==> config.mk <==
export PLATFORM = sky130hd
export DESIGN_NAME = jk_bank_rr_arbiter_flat
export DESIGN_NICKNAME = d
export VERILOG_FILES = /design/src/rtl/jk_bank_rr_arbiter_if.sv /design/src/rtl/jk_bank_rr_arbiter.sv /design/src/flat_wrapper.sv
export SDC_FILE = /design/constraint.sdc
export NUM_CORES = 1
export LEC_CHECK = 0
export CAP_MARGIN = 5
export CORE_ASPECT_RATIO = 0.8
export CORE_UTILIZATION = 40
export CTS_BUF_LIST = sky130_fd_sc_hd__clkbuf_8
export CTS_CLUSTER_DIAMETER = 80
export DETAILED_ROUTE_END_ITERATION = 7
export GPL_TIMING_DRIVEN = 0
export PLACE_DENSITY = 0.77
export RECOVER_POWER = 100
export SETUP_SLACK_MARGIN = 0.4
export SLEW_MARGIN = 20
export SYNTH_ARGS = -nofsm -noshare
export SYNTH_HDL_FRONTEND = slang
export SYNTH_SLANG_ARGS = --single-unit
export TNS_END_PERCENT = 20
==> constraint.sdc <==
create_clock -name clk -period 3.84 [get_ports clk]
set_clock_uncertainty 0.15 [all_clocks]
set_input_delay 0.576 -clock clk [delete_from_list [all_inputs] [get_ports clk]]
set_output_delay 0.576 -clock clk [all_outputs]
set_load 0.005 [all_outputs]
==> src/rtl/jk_bank_rr_arbiter_if.sv <==
// Request/command/grant bundle shared by the JK bank requesters and its arbiter.
interface jk_bank_rr_arbiter_if #(
  parameter int N_REQ = 4,
  parameter int WIDTH = 8
);
  logic [N_REQ-1:0]       req;
  logic [N_REQ*WIDTH-1:0] j_bus;
  logic [N_REQ*WIDTH-1:0] k_bus;
  logic [N_REQ-1:0]       gnt;
  logic [N_REQ-1:0]       ack;
  logic [WIDTH-1:0]       q;
  logic                   busy;

  modport master (output req, j_bus, k_bus, input gnt, ack, q, busy);
  modport slave  (input req, j_bus, k_bus, output gnt, ack, q, busy);
endinterface

==> src/rtl/jk_bank_rr_arbiter.sv <==
// Round-robin owner of a shared WIDTH-bit JK flip-flop bank; one op per 3 cycles.
//  state   | meaning
//  S_IDLE  | waiting for any req, pick winner from ptr upward
//  S_GRANT | gnt held, captured J/K applied to the bank at the next edge
//  S_ACK   | one-cycle ack pulse to the winner
module jk_bank_rr_arbiter #(
  parameter int N_REQ = 4,
  parameter int WIDTH = 8
) (
  input logic                 clk,
  input logic                 rst,
  jk_bank_rr_arbiter_if.slave bus
);
  localparam int PTR_W = $clog2(N_REQ);
  localparam logic [1:0] S_IDLE  = 2'b00;
  localparam logic [1:0] S_GRANT = 2'b01;
  localparam logic [1:0] S_ACK   = 2'b10;
  localparam logic [N_REQ-1:0] ONE = {{(N_REQ-1){1'b0}}, 1'b1};

  logic [1:0]       state;
  logic [PTR_W-1:0] ptr;
  logic [PTR_W-1:0] win;
  logic [PTR_W-1:0] win_nxt;
  logic             win_vld;
  logic [WIDTH-1:0] jr;
  logic [WIDTH-1:0] kr;
  logic [WIDTH-1:0] q_r;
  logic [N_REQ-1:0] gnt_r;
  logic [N_REQ-1:0] ack_r;
  logic             busy_r;

  // Scan from the farthest offset back to ptr so the nearest set request wins.
  always_comb begin
    win_nxt = '0;
    win_vld = 1'b0;
    for (int off = N_REQ - 1; off >= 0; off--) begin
      int idx;
      idx = int'(ptr) + off;
      if (idx >= N_REQ) idx = idx - N_REQ;
      if (bus.req[idx]) begin
        win_nxt = PTR_W'(idx);
        win_vld = 1'b1;
      end
    end
  end

  always_ff @(posedge clk or negedge rst) begin
    if (!rst) begin
      state  <= S_IDLE;
      ptr    <= '0;
      win    <= '0;
      jr     <= '0;
      kr     <= '0;
      q_r    <= '0;
      gnt_r  <= '0;
      ack_r  <= '0;
      busy_r <= 1'b0;
    end else begin
      case (state)
        S_IDLE: begin
          if (win_vld) begin
            win    <= win_nxt;
            jr     <= bus.j_bus[int'(win_nxt)*WIDTH +: WIDTH];
            kr     <= bus.k_bus[int'(win_nxt)*WIDTH +: WIDTH];
            gnt_r  <= ONE << win_nxt;
            busy_r <= 1'b1;
            state  <= S_GRANT;
          end
        end
        S_GRANT: begin
          q_r   <= (jr & ~q_r) | (~kr & q_r);
          ack_r <= gnt_r;
          gnt_r <= '0;
          ptr   <= (win == PTR_W'(N_REQ - 1)) ? '0 : win + 1'b1;
          state <= S_ACK;
        end
        S_ACK: begin
          ack_r  <= '0;
          busy_r <= 1'b0;
          state  <= S_IDLE;
        end
        default: begin
          gnt_r  <= '0;
          ack_r  <= '0;
          busy_r <= 1'b0;
          state  <= S_IDLE;
        end
      endcase
    end
  end

  assign bus.gnt  = gnt_r;
  assign bus.ack  = ack_r;
  assign bus.q    = q_r;
  assign bus.busy = busy_r;
endmodule

==> src/flat_wrapper.sv <==
// flat-port wrapper written by rule: the top's interface ports become plain ports
module jk_bank_rr_arbiter_flat 
#(
  parameter int N_REQ = 4,
  parameter int WIDTH = 8
)
  (clk, rst, bus_req, bus_j_bus, bus_k_bus, bus_gnt, bus_ack, bus_q, bus_busy);
  jk_bank_rr_arbiter_if #(.N_REQ(N_REQ), .WIDTH(WIDTH)) bus_i ();
  input logic clk;
  input logic rst;
  input wire logic [$bits(bus_i.req)-1:0] bus_req;
  input wire logic [$bits(bus_i.j_bus)-1:0] bus_j_bus;
  input wire logic [$bits(bus_i.k_bus)-1:0] bus_k_bus;
  output wire logic [$bits(bus_i.gnt)-1:0] bus_gnt;
  output wire logic [$bits(bus_i.ack)-1:0] bus_ack;
  output wire logic [$bits(bus_i.q)-1:0] bus_q;
  output wire logic [$bits(bus_i.busy)-1:0] bus_busy;
  assign bus_i.req = bus_req;
  assign bus_i.j_bus = bus_j_bus;
  assign bus_i.k_bus = bus_k_bus;
  assign bus_gnt = bus_i.gnt;
  assign bus_ack = bus_i.ack;
  assign bus_q = bus_i.q;
  assign bus_busy = bus_i.busy;
  jk_bank_rr_arbiter #(.N_REQ(N_REQ), .WIDTH(WIDTH)) u_core (.clk(clk), .rst(rst), .bus(bus_i));
endmodule
==> impl_metrics.py <==
metrics = {
    "outcome": {
        "status": "complete, no violations",
    },
    "global_route": {
        "grtUsageTotal_pct": 24.2,
        "grt_max_degree": 24,
        "first_global_vias": 2091,
        "gr-total-overflow": 0,
        "grt_pass1_wl_mm": 10.3,
        "antenna_found_initial": 0,
    },
    "clocking": {
        "post_cts_buffers": 0,
        "clk_pin_slew_worst_paths_ns": 0.08,
        "clkLatencyLatePin_ns": 0.30,
        "cts_tree": "done",
        "clock_path_buffers": 2,
        "htree_levels": 2,
        "cts_buffers": 5,
        "cts_num_sinks": 39,
        "ctsHoldBuffers": 0,
        "root_buffer": "clkbuf_8",
        "cts.repair.resized": 0,
    },
    "place": {
        "routabilityCongestion": 0.768,
        "hpwlAfterDp_mm": 4.59,
        "dpl_cell_area_um2": 3080,
        "dp_slack_ns": 0.973,
        "numPortBuffers": 86,
    },
    "power_and_ir_drop": {
        "power.leakage_nw": 1.29,
        "vdd_ir_drop_max_v": 0.000320,
        "powerDensity_nw_per_um2": 687,
        "total_power_w": 0.00215,
    },
    "logic_synthesis": {
        "synth_compound_area_share_pct": 20.4,
        "syn_inst": 199,
        "synthFlopType": "dfrtp_1",
        "netlist_area_um2": 2120,
        "synth.area.mux_share_pct": 13.8,
        "ys_async_sr_fraction_pct": 100,
        "yosysSeqAreaShare_pct": 46.1,
        "yosys_warnings": 0,
        "yosys.area_share.simple_pct": 14.2,
        "syn_nets": 270,
        "synth_top_family_by_area": "compound AO/OA/AOI/OAI gates",
        "yosysMostFrequentCell": "dfrtp_1",
        "synth_area_leaders": "dfrtp_1 46%, nand3_1 7.6%, mux2_4 7.1%, mux2_2 4.8%, o221a_1 4.8%",
        "synth_common_cells": "39 x dfrtp_1, 32 x nand3_1, 18 x o21ai_0",
        "yosys.area_share.adder_pct": 0.591,
        "synth_area_leader_cell": "dfrtp_1",
        "synth_top_area_share_pct": 46.1,
        "yosysUniqueCellTypes": 36,
        "synth_edf_count": 0,
        "ys_ff_latch": 39,
        "synth_xor_area_share_pct": 0,
        "synth_area_per_cell_um2": 10.6,
    },
    "setup_path": {
        "crit_type": "input port to flip-flop",
        "worst_ep_required_time_ns": 3.88,
        "r2r-end": "u_core.kr[4]",
        "endpoint_kind": "flip-flop",
        "r2r_cells": 7,
        "crit_arrival_ns": 3.06,
        "r2r_start": "u_core.state[0]",
        "critPathMaxFanout": 10,
        "reg2reg_slack_ns": 1.15,
        "worstSetupStartpointType": "input port",
    },
    "route": {
        "drc_errors": 0,
        "drt_iter0_drc": 167,
        "drt-pass1-iter-count": 8,
        "ant_nets": 0,
        "wl_mm": 6.15,
        "vias": 2014,
        "viasPerCell": 5.66,
        "wl_per_cell_um": 17.3,
    },
    "timing": {
        "worst_slew_pin_slew_ns": 1.24,
        "post-route-period-util_pct": 78.7,
        "worst_hold_slack_ns": 0.235,
        "rsz0062_at_grt": "false",
        "fmax_mhz": 331,
        "finalWorstSetupSlack_ns": 0.819,
        "min_period_ns": 3.02,
        "hold_viol": 0,
        "finalMaxSlewViolations": 0,
        "relSlewSlack_pct": 17.6,
        "finalSetupTns_ns": 0,
        "setup_viol_count_final": 0,
    },
    "layout": {
        "syn_to_final_growth_pct": 48.3,
        "postLayoutCellArea_um2": 3140,
        "fillers": 424,
        "nets": 364,
        "antenna_cells": 0,
        "drive_above_1_share_pct": 13.6,
    },
    "die": {
        "die_w_um": 83.3,
        "initial_core_util_pct": 42.0,
        "placementRows": 23,
        "ios": 87,
        "core_area_um2": 5040,
        "dieHeight_um": 67.1,
        "dieArea_um2": 5590,
    },
    "flow_run": {
        "drv_cap": 0,
    },
    "hold_path": {
        "hold_class": "input port to asynchronous set/reset pin",
    },
}
==> registers in the layout (all words and copies together), names as in the netlist <==
name             cells
u_core.bus.ack       4
u_core.bus.busy      1
u_core.bus.gnt       4
u_core.bus.q         8
u_core.jr            8
u_core.kr            8
u_core.ptr           2
u_core.state         2
u_core.win           2
==> cell usage in the layout (no fill, tap or decap), types with 9 or more instances in the layout <==
cell type and n:
clkbuf_1 12, dlygate4sd3_1 18, mux2_4 10, o21ai_0 19
a21oi_1 9, dfrtp_1 39, nand3_1 32, clkdlybuf4s50_1 67
o221a_1 9, mux2_2 9
==> per-stage QoR <==
step                std cells  util, %
finish                    356     62.3
global route              356     62.3
CTS                       356     63.1
detailed placement        348     61.1
global placement          347     60.6
floorplan                 199        -
==> worst max-delay path: stages <==
cell	delay (ns)
dlygate4sd3_1	0.60
nor4_1	0.10
or3_1	0.30
clkbuf_1	0.16
a21oi_1	0.53
clkbuf_1	0.48
nand3_1	0.15
o221a_1	0.16
==> routing by layer <==
layer,GRT usage [%],routed length [µm],vias to the layer above
met1,29.6,2580,970
li1,-,-,941
met4,5.17,85,0
met3,7.93,548,12
met2,41.9,2940,91
met5,0,0,-
==> area by class of cell <==
cell class              instances  area [µm²]  share of cell area (%)
clock buffers                   7        96.3                    3.07
repair buffers                 87         858                    27.4
well taps                      62        77.6                    2.47
multi-input cells             141        1030                    32.9
flip-flops and latches         39         976                    31.1
plain buffers                  15        77.6                    2.47
inverters                       4        15.0                   0.479
clock inverters                 1        3.75                   0.120
==> report_power, final <==
part           internal [W]  switching (W)  leakage (nW)
Combinational      0.000563       0.000524         0.775
Clock              0.000161       0.000149        0.0557
Sequential         0.000614       0.000142         0.458
Total               0.00134       0.000815          1.29
==> kinds of logic after synthesis <==
kind of cell / count (synthesis)
AOI/OAI and AO/OA: 59
and+or+nand+nor: 58
DFF: 39
muxes: 23
buffers and inverters: 19
adders and majority gates: 1
==> worst max path at each step <==
stage                     startpoint      endpoint
after floorplan           bus_req[1]  u_core.kr[0]
after global placement    bus_req[2]  u_core.kr[2]
after detailed placement  bus_req[2]  u_core.kr[4]
after CTS                 bus_req[2]  u_core.kr[4]
after global routing      bus_req[2]  u_core.kr[3]
final                     bus_req[2]  u_core.kr[4]
Note: power is estimated with default switching activity, not from simulation.
==> edit (same flow settings) <==
`WIDTH` is set to 8 in 3 places; all go to 12.
--- a/src/rtl/jk_bank_rr_arbiter_if.sv
+++ b/src/rtl/jk_bank_rr_arbiter_if.sv
@@ -3,3 +3,3 @@
   parameter int N_REQ = 4,
-  parameter int WIDTH = 8
+  parameter int WIDTH = 12
 );
--- a/src/rtl/jk_bank_rr_arbiter.sv
+++ b/src/rtl/jk_bank_rr_arbiter.sv
@@ -7,3 +7,3 @@
   parameter int N_REQ = 4,
-  parameter int WIDTH = 8
+  parameter int WIDTH = 12
 ) (
--- a/src/flat_wrapper.sv
+++ b/src/flat_wrapper.sv
@@ -4,3 +4,3 @@
   parameter int N_REQ = 4,
-  parameter int WIDTH = 8
+  parameter int WIDTH = 12
 )
Interface: changed (resized bus_j_bus, bus_k_bus and bus_q); port bits go from 87 to 123. The function was not compared with the original's and may differ.
==> edit against the original RTL <==
Utilization increased by 1.0 points; critical endpoint is now u_core.kr[5]; cell count is 22% higher; total power increased by 29%; setup slack got worse by 13 ps; design area increased by 29%; wire length rose by 23%; sequential cell count increased by 12; synthesized area up 26%.
==> edit: results (changes against the original RTL) <==
[place]
post-place-ws_ps=740  ; -233 ps
dpl.cell_count=426  ; +22%
port_buffers=121  ; +41%
place_congestion=0.794  ; +3.3%

[route]
drt_wl_total_um=7570  ; +23%
drtPass1Iterations=4  ; -4
drt-initial-drc-count=95  ; -43%
vias=2396  ; +19%

[logic_synthesis]
synth_compound_area_share_pct=26.4  ; +6.0 points
netlist_instances=221  ; +11%
synthAdderAreaFrac_pct=0.468  ; -0.12 points
synthMuxAreaShare_pct=12.0  ; -1.8 points
syn-num-nets=324  ; +20%
synth_area_leaders=dfrtp_1 48%, mux2_2 11%, a22o_1 7.2%
yosys.cell_types.count=35  ; -2.8%
ys_seq_area_share_pct=47.7  ; +1.6 points
synthTopCellsByCount=51 x dfrtp_1, 25 x mux2_2, 22 x a22o_1, 19 x a221o_1, 16 x a21oi_1

[power_and_ir_drop]
p_leak_nw=1.71  ; +33%
switching_share_pct=35.3  ; -2.6 points
p_seq_uw=976  ; +29%
clock_power_uw=389  ; +25%
comb_power_mw=1.41  ; +29%

[finish]
n_fill_cell=551  ; +30%
design.final.nets=452  ; +24%
drive_gt1_share_pct=16.9  ; +3.3 points

[outcome]
status=completed

[timing]
tightest_slew_ps=1010  ; -222 ps

[global_route]
grt_use_total_pct=22.0  ; -2.2 points
grt_max_degree=52  ; +120%

==> edit: cell count changes in the layout (fill, tap and decap cells not counted), sizes merged, moves of 12 or more <==
cell | unedited run | this run
o21ai | 19 | 7
clkdlybuf4s50 | 67 | 98
o221a | 16 | 0
dfrtp | 39 | 51
a22o | 1 | 25
nand3 | 32 | 0
a221o | 0 | 24
==> edit: final cells by class <==
class / instances / area (µm²) / area share (%)
Tap cell: 84 / 105 / 2.59
Buffer: 19 / 155 / 3.82
Clock inverter: 2 / 35.0 / 0.863
Multi-Input combinational cell: 147 / 1180 / 29.0
Inverter: 4 / 17.5 / 0.432
Clock buffer: 6 / 82.6 / 2.04
Sequential cell: 51 / 1280 / 31.5
Timing Repair Buffer: 121 / 1210 / 29.8
==> edit: worst reg2reg max path, cell delays in order (launching register included) <==
cell      delay (ps)
dfrtp_1          360
clkbuf_1         200
or3_1            500
nor3_1           860
buf_6            250
a22o_1           140
a221o_1          110
==> edit: kinds of logic (layout without fill, tap and decap cells) <==
family          count (synthesis)  in the layout
compound gates                 90             90
mux                            29             29
buf+inv                        23            152
fa+ha+maj                       1              1
simple gates                   27             27
flops                          51             51
==> edit: metal layers <==
metal  track usage (%)  wire (µm)
met5                 0          0
met4              4.79         97
met3              6.57        531
met2              36.4       3550
met1              29.0       3390
==> edit: worst paths after layout <==
kind,slack [ps],endpoint
min reg2reg,310,u_core.bus.q[0]
min,140,u_core.bus.q[4]
max in group asynchronous,2960,u_core.jr[2]
max reg2reg,1210,u_core.kr[5]
min in group clk,310,u_core.bus.q[0]
max,810,u_core.kr[5]
==> edit: stage by stage <==
stage	hold slack, ps	cell area (µm²)
floorplan	130	2680
global placement	284	3990
detailed placement	299	3990
CTS	150	4110
global route	180	4060
finish	139	4060
